===== src/rtl/operand_fetch_stage_pkg.sv =====
// Shared constants and instruction-field helpers for the decode / operand-fetch stage.
package operand_fetch_stage_pkg;

    // Default datapath geometry.
    localparam int DATA_W_DEF   = 32;
    localparam int ADDR_W_DEF   = 5;
    localparam int ZERO_REG_DEF = 31;

    // Opcodes the stage cares about.
    localparam logic [5:0] LW_OP_DEF = 6'h23;
    localparam logic [5:0] OP_RTYPE  = 6'h00;

    // Instruction field bit positions.
    localparam int OP_MSB    = 31;
    localparam int OP_LSB    = 26;
    localparam int RS_MSB    = 25;
    localparam int RS_LSB    = 21;
    localparam int RT_MSB    = 20;
    localparam int RT_LSB    = 16;
    localparam int RD_MSB    = 15;
    localparam int RD_LSB    = 11;
    localparam int SHAMT_MSB = 10;
    localparam int SHAMT_LSB = 6;
    localparam int FUNCT_MSB = 5;
    localparam int FUNCT_LSB = 0;
    localparam int IMM_MSB   = 15;
    localparam int IMM_LSB   = 0;
    localparam int IMM_W     = IMM_MSB - IMM_LSB + 1;

    // Raw fields of one instruction; imm overlaps rd/shamt/funct by design.
    typedef struct packed {
        logic [5:0]       op;
        logic [4:0]       rs;
        logic [4:0]       rt;
        logic [4:0]       rd;
        logic [4:0]       shamt;
        logic [5:0]       funct;
        logic [IMM_W-1:0] imm;
    } instr_fields_t;

    // Slice a 32-bit instruction word into its fields.
    function automatic instr_fields_t decode_instr(input logic [31:0] instr);
        instr_fields_t f;
        f.op    = instr[OP_MSB:OP_LSB];
        f.rs    = instr[RS_MSB:RS_LSB];
        f.rt    = instr[RT_MSB:RT_LSB];
        f.rd    = instr[RD_MSB:RD_LSB];
        f.shamt = instr[SHAMT_MSB:SHAMT_LSB];
        f.funct = instr[FUNCT_MSB:FUNCT_LSB];
        f.imm   = instr[IMM_MSB:IMM_LSB];
        return f;
    endfunction

endpackage


===== src/rtl/operand_fetch_stage_load_use_detect.sv =====
// Load-use hazard compare between the instruction in ID and the load sitting in ID/EX.
module operand_fetch_stage_load_use_detect #(
    parameter int ADDR_W   = 5,
    parameter int ZERO_REG = 31
) (
    input  logic              ex_valid,
    input  logic              ex_is_load,
    input  logic [ADDR_W-1:0] ex_dest,
    input  logic [ADDR_W-1:0] rs,
    input  logic [ADDR_W-1:0] rt,
    input  logic              instr_valid,
    input  logic              stall,
    output logic              hazard
);

    localparam logic [ADDR_W-1:0] ZERO_SEL = ADDR_W'(ZERO_REG);

    logic dest_live;
    logic src_match;

    // rt is always compared, even for formats that do not read it; an extra
    // bubble is cheaper than decoding which instructions use rt as a source.
    always_comb begin
        dest_live = ex_valid && ex_is_load && (ex_dest != ZERO_SEL);
        src_match = (ex_dest == rs) || (ex_dest == rt);
        hazard    = dest_live && src_match && instr_valid && !stall;
    end

endmodule


===== src/rtl/operand_fetch_stage.sv =====
// Decode / operand-fetch stage: register-file selects, write-back bypass,
// load-use bubble insertion and the ID/EX pipeline register.
module operand_fetch_stage
    import operand_fetch_stage_pkg::*;
#(
    parameter int         DATA_W   = DATA_W_DEF,
    parameter int         ADDR_W   = ADDR_W_DEF,
    parameter int         ZERO_REG = ZERO_REG_DEF,
    parameter logic [5:0] LW_OP    = LW_OP_DEF
) (
    input  logic              Clock,
    input  logic              RST,
    input  logic [DATA_W-1:0] Instr,
    input  logic              InstrValid,
    input  logic              Stall,
    input  logic              Flush,
    output logic [ADDR_W-1:0] R1RS,
    output logic [ADDR_W-1:0] R2RS,
    input  logic [DATA_W-1:0] R1ReadData,
    input  logic [DATA_W-1:0] R2ReadData,
    input  logic [ADDR_W-1:0] WRS,
    input  logic [DATA_W-1:0] WD,
    input  logic              SWE,
    output logic              HazardStall,
    output logic              ExValid,
    output logic [DATA_W-1:0] ExOpA,
    output logic [DATA_W-1:0] ExOpB,
    output logic [DATA_W-1:0] ExImm,
    output logic [ADDR_W-1:0] ExDest,
    output logic [ADDR_W-1:0] ExRt,
    output logic [5:0]        ExOpcode,
    output logic [5:0]        ExFunct,
    output logic [4:0]        ExShamt,
    output logic              ExIsLoad
);

    localparam logic [ADDR_W-1:0] ZERO_SEL = ADDR_W'(ZERO_REG);

    instr_fields_t     f;
    logic [ADDR_W-1:0] rs_sel;
    logic [ADDR_W-1:0] rt_sel;
    logic [ADDR_W-1:0] rd_sel;
    logic [ADDR_W-1:0] dest_sel;
    logic [DATA_W-1:0] op_a;
    logic [DATA_W-1:0] op_b;
    logic [DATA_W-1:0] imm_ext;
    logic              is_load;
    logic              hazard;

    assign f      = decode_instr(Instr[31:0]);
    assign rs_sel = ADDR_W'(f.rs);
    assign rt_sel = ADDR_W'(f.rt);
    assign rd_sel = ADDR_W'(f.rd);

    assign R1RS = rs_sel;
    assign R2RS = rt_sel;

    // Field decode: destination choice, immediate sign extension, load flag.
    always_comb begin
        dest_sel = (f.op == OP_RTYPE) ? rd_sel : rt_sel;
        imm_ext  = {{(DATA_W - IMM_W){f.imm[IMM_W-1]}}, f.imm};
        is_load  = (f.op == LW_OP);
    end

    // The register file commits on the same edge ID/EX captures, so a
    // write-back in flight this cycle must be forwarded into the operands.
    // The hardwired-zero register is never forwarded: it always reads 0.
    always_comb begin
        op_a = R1ReadData;
        op_b = R2ReadData;
        if (SWE && (WRS == rs_sel) && (rs_sel != ZERO_SEL)) begin
            op_a = WD;
        end
        if (SWE && (WRS == rt_sel) && (rt_sel != ZERO_SEL)) begin
            op_b = WD;
        end
    end

    operand_fetch_stage_load_use_detect #(
        .ADDR_W   (ADDR_W),
        .ZERO_REG (ZERO_REG)
    ) u_load_use_detect (
        .ex_valid    (ExValid),
        .ex_is_load  (ExIsLoad),
        .ex_dest     (ExDest),
        .rs          (rs_sel),
        .rt          (rt_sel),
        .instr_valid (InstrValid),
        .stall       (Stall),
        .hazard      (hazard)
    );

    assign HazardStall = hazard;

    // ID/EX register: reset > flush > downstream stall > bubble > capture.
    // The bubble only clears ExValid, which in turn drops the hazard next
    // cycle so the held instruction is captured after exactly one bubble.
    always_ff @(posedge Clock) begin
        if (RST || Flush) begin
            ExValid  <= 1'b0;
            ExOpA    <= '0;
            ExOpB    <= '0;
            ExImm    <= '0;
            ExDest   <= '0;
            ExRt     <= '0;
            ExOpcode <= '0;
            ExFunct  <= '0;
            ExShamt  <= '0;
            ExIsLoad <= 1'b0;
        end else if (Stall) begin
            ExValid  <= ExValid;
        end else if (hazard) begin
            ExValid  <= 1'b0;
        end else begin
            ExValid  <= InstrValid;
            ExOpA    <= op_a;
            ExOpB    <= op_b;
            ExImm    <= imm_ext;
            ExDest   <= dest_sel;
            ExRt     <= rt_sel;
            ExOpcode <= f.op;
            ExFunct  <= f.funct;
            ExShamt  <= f.shamt;
            ExIsLoad <= is_load;
        end
    end

endmodule


===== config.mk =====
export PLATFORM = sky130hd
export DESIGN_NAME = operand_fetch_stage
export DESIGN_NICKNAME = d
export VERILOG_FILES = /design/src/rtl/operand_fetch_stage_pkg.sv /design/src/rtl/operand_fetch_stage_load_use_detect.sv /design/src/rtl/operand_fetch_stage.sv
export SDC_FILE = /design/constraint.sdc
export NUM_CORES = 1
export LEC_CHECK = 0
export CAP_MARGIN = 20
export CORE_ASPECT_RATIO = 1.2
export CORE_MARGIN = 3
export CORE_UTILIZATION = 39
export DETAILED_ROUTE_END_ITERATION = 16
export HOLD_SLACK_MARGIN = 0.02
export PLACE_DENSITY = 0.78
export SETUP_SLACK_MARGIN = 0.05
export SLEW_MARGIN = 20
export SYNTH_ARGS = -nofsm -noshare
export SYNTH_HDL_FRONTEND = slang
export SYNTH_HIERARCHICAL = 1
export SYNTH_SLANG_ARGS = --single-unit

===== constraint.sdc =====
create_clock -name Clock -period 2.7 [get_ports Clock]
set_input_delay 0.54 -clock Clock [delete_from_list [all_inputs] [get_ports Clock]]
set_output_delay 0.54 -clock Clock [all_outputs]
set_load 0.02 [all_outputs]

* Yosys cells after proc, flatten, opt, wreduce, memory -nomap -nowiden *
Index checks and enable logic that the tools add are counted.

word-level totals
  flip-flop bits (word level) = 109
  output and inout bits = 136

cells by class
  equal/unequal tests = 8
  mux-type cells = 4
  bitwise operators = 2
  reduce and logical (&&, ||, !) cells = 14

operators by type and width
  kind                                         number
  32-bit 2-to-1 mux                            2
  5-bit equality test                          4
  5-bit != test (second input constant)        3
  1-bit logical AND                            9
  6-bit equality test (second input constant)  1
  6-bit logical NOT                            1
  5-bit 2-to-1 mux                             1
  1-bit logical OR                             2
  1-bit NOT                                    2
  2-bit AND reduction                          1
  1-bit logical NOT                            1
  1-bit 2-to-1 mux                             1

* Depth between registers and ports, before layout *
  depth in word-level cells = 7
  gate-level depth with buffers = 10

* Hierarchy *
Netlist, hierarchy kept.

modules (own cells, without submodules)
  module                               times used  cells an instance  area an instance (sq um)  seq. area each (sq um)
  operand_fetch_stage                  1           553                4,739.5                   1,961.9
  operand_fetch_stage_load_use_detect  1           17                 133.9                     0.0

* Worst setup path after synthesis *
Ideal clock, no wire load.

  kind = in2reg
  start = in Instr[18]
  end = reg ExOpA[23]
  setup time = 0.086 ns
  arrival = 2.729 ns
  required time = 2.614 ns
  setup slack = -0.114 ns
  stages = 10
  path buffers = 3
  path through = xor2_1 -> nor3_1 -> nand3_1 -> a221oi_1 -> or2_1 -> buf_2 -> buf_2 -> clkbuf_1 -> nor2_1 -> a211oi_1

between the ends
  longest elaborated chain between the ends = 7

ends and longest elaborated chain
  what                             RTL line                                   RTL
  start: declaration               operand_fetch_stage.sv:13                  input logic [DATA_W-1:0] Instr,
  5-bit equality test              operand_fetch_stage_load_use_detect.sv:25  src_match = (ex_dest == rs) || (ex_dest == rt);
  1-bit logical OR                 operand_fetch_stage_load_use_detect.sv:25
  1-bit logical AND (3 in series)  operand_fetch_stage_load_use_detect.sv:26  hazard = dest_live && src_match && instr_valid && !stall;
  via HazardStall                  operand_fetch_stage.sv:24                  output logic HazardStall,
  1-bit NOT (no line)              n/a
  2-bit AND reduction (no line)    n/a
  end signal: assignment           operand_fetch_stage.sv:116                 ExOpA <= op_a;
  end: declaration                 operand_fetch_stage.sv:26                  output logic [DATA_W-1:0] ExOpA,

The timed path passes the listed nets, and every way through them passes these cells.
A chain may end at the register's enable or synchronous reset.

* Worst setup path in the final report *
  start = in Instr[25]
  end = reg ExOpB[23]

between the ends
  longest elaborated chain between the ends = 7

ends and longest elaborated chain
  what                             RTL line                                   RTL
  5-bit equality test              operand_fetch_stage_load_use_detect.sv:25
  1-bit logical OR                 operand_fetch_stage_load_use_detect.sv:25
  1-bit logical AND (3 in series)  operand_fetch_stage_load_use_detect.sv:26
  1-bit NOT (no line)              n/a
  2-bit AND reduction (no line)    n/a
  end signal: assignment           operand_fetch_stage.sv:117                 ExOpB <= op_b;
  end: declaration                 operand_fetch_stage.sv:27                  output logic [DATA_W-1:0] ExOpB,

Every way passes these cells.

==> results.md <==
- Crit path from: Instr[25]
- Global-route wire length before repair: about 30,000 um
- Unrepaired setup endpoints after global routing: true
- Power Dens Cells: 460.0 mW/mm2
- Reg2Reg Launch Point: ExDest[2]$_SDFFE_PP0P_
- Post-Syn Area: approximately 0.0049 mm2
- Initial Utilization: between 40% and 50%
- Hold path start: ExRt[4]$_SDFFE_PP0P_
- Avg Vias per Cell: between 5 and 6
- Crit path arrival time: roughly 2900 ps
- Final setup fails: 0
- Seq/Total Area, Yosys: around two fifths
- Clk pin slew, worst setup/hold paths: roughly 70 ps
- Rel. slew slack: between 50% and 60%
- Routed WL per cell: 20.76 um
- Setup crit start kind: input pin
- Total congestion overflow: 0
- Root Driver: clkbuf_16
- Hold_buf cts: 0
- DRT iter0 DRCs: about 440
- Diodes inserted: 0
- Critical Path Sink Type: flip-flop
- Clk_lat worst skew: about 350 ps
- Asr flop ratio synth: 0%
- Avg Synthesized Cell Area: 8.550 um2
- Worst min-delay path category: flip-flop to flip-flop
- Syn Nets: 709
- Largest net degree at the start of global routing: 47
- GRT Overall Usage: between 20 and 30%
- Placer Congestion: 0.9585
- Max-cap violations: 0
- Final clock skew: roughly 9.8 ps
- Syn Inst Count: 570
- Primary FF master, synth: dfxtp_1
- Via total after detailed routing: 5,564
- Clock sinks: a little under 100
- Fin Setup TNS: 0 ps
- Worst-Margin Slew: 647.7 ps
- Area Growth Syn to Fin: 64.01%
- DP Worst Slack: -471.4 ps
- CTS tree: yes
- Die Y: 128.5 um
- FF+latch count, synth: roughly 100
- Leakage power: between 2 and 3 nW
- Critical setup path kind: input pin to flip-flop
- Filler cells: just under 1k
- Worst path required time: slightly below 3000 ps
- Max Freq: between 300 and 400 MHz
- Max clock buf depth: 2
- Htree depth: 3
- Aggregate routed wire length: roughly 20,000 um
- Initial antenna violation count: 0
- Vias in the first global route: 5,479
- Post-synth EDFFs: 0
- Die W: approximately 110 um
- Drt first pass iters: 7
- Final worst slack: around 88 ps
- Tcrit/Tclk final: a little over nine tenths
- Netlist cell types: 33
- Status: complete, no violations
- Max Slew Vio Count: 0
- Num ports: roughly 280
- Share of layout cells above drive strength 1: 9.826%
- HPWL after detailed placement: around 15,000 um
- Cell row count: between 40 and 50
- Peak VDD IR: roughly 0.26 mV
- DRC Markers: 0
- Die area: 0.01388 mm2
- Core region area: ~0.012 mm2
- Nets: 938
- Final min period: between 2000 and 3000 ps
- Number of port buffers: 274
- Worst Path Max Fanout: 26
- Final antenna-violating net count: 0
- Final hold violations: 0
- CTS Buf Count: 9
- Number of synthesis warnings: 6
## worst max-delay path: stages
cell and delay, ps:
clkdlybuf4s50_1 550, xor2_1 240, nor3_2 80, nand3_1 90, a221oi_2 80, buf_4 160
nor2_4 500, buf_4 260, o21ai_0 100, a211oi_1 260
## cell usage in the layout, fill, tap and decap left out, drive strengths merged
cell type      count
or2                4
and2               2
o21ai             71
a221oi             1
a21oi             33
nor3               4
clkdlybuf4s50    272
or3                2
and4               3
dlymetal6s2s       1
a22oi              1
o31a              19
inv                2
nand3              3
buf               45
a41oi             19
nor2              36
xor2              12
mux2i              5
and3               2
xnor2              6
nand2             57
or4                1
dfxtp             98
a211oi            45
nand4b             1
clkbuf            10
a311oi            45
clkinv             1
clkinvlp           3
## through the flow
step / area (um2) / utilization [%] / power (mW) / instances / hold WS (ps)
global route: 7993 / 65.69 / 3.805 / 965 / 486.2
CTS: 7951 / 65.35 / 3.670 / 964 / 458.9
floorplan: 4880 / - / 1.957 / 570 / 534.5
detailed placement: 7657 / 62.94 / 2.445 / 947 / 449.0
global placement: 7657 / 62.94 / 2.431 / 947 / 443.2
finish: 7993 / 65.69 / 3.677 / 965 / 459.6
## final timing paths
path	to	slack (ps)	cells after the start
worst max register to register	ExOpB[4]$_SDFFE_PP0P_	280	10
worst max-delay path	ExOpB[23]$_SDFFE_PP0P_	90	10
worst min register to register	ExRt[4]$_SDFFE_PP0P_	460	2
worst min-delay path	ExRt[4]$_SDFFE_PP0P_	460	2
## cell usage after synthesis (5+ instances only)
master    instances  area (um2)
dfxtp_1          98        1962
o21ai_0          69       345.3
nand2_1          57       214.0
a311oi_1         45       394.1
a211oi_1         44       330.3
clkbuf_1         40       150.1
buf_4            37       277.8
nor2_1           35       131.4
a21oi_1          33       165.2
a41oi_1          19       166.4
o31a_1           19       166.4
buf_2            13       65.06
xor2_1           12       105.1
buf_6             9       101.4
xnor2_1           6       52.55
mux2i_1           5       50.05
## area by class of cell
type,instances,area (um2),share of cell area [%]
clock buffer,10,239.0,2.990
sequential,98,1962,24.55
clock inverter,6,48.80,0.6105
timing repair buffer,318,3149,39.40
tap,161,201.4,2.520
multi-input combinational,372,2392,29.93
## registers in the layout (all words and copies together), names as in the netlist
signal / flops
ExValid: 1
ExRt: 5
ExOpA: 32
ExIsLoad: 1
ExOpcode: 6
ExImm: 16
ExDest: 5
ExOpB: 32
## cell families after synthesis
| family | synth area share [%] |
|---|---|
| multiplexers | 1.027 |
| XOR/XNOR | 3.235 |
| buffers and inverters | 12.35 |
| AND/OR/NAND/NOR | 10.17 |
| AO/OA/AOI/OAI | 32.97 |
| flip-flops | 40.26 |
## routing by layer
metal	share of wire (%)	vias up	GRT usage (%)
li1	-	2552	-
met1	37	2654	32.97
met2	50	313	47.69
met3	9.4	45	7.175
met4	3.2	0	9.733
met5	0	-	0
## power by group
group | switching (mW) | total [mW] | internal [mW]
clock | 0.583 | 1.24 | 0.658
sequential | 0.0401 | 1.54 | 1.50
combinational | 0.449 | 0.892 | 0.444
## what timing repair did
item,in CTS,in global routing
endpoints found under the setup margin,72,77
resized for setup,5,7
buffers inserted,0,1
gates cloned,1,0
pin swaps,1,5
(Power assumes the default switching activity.)
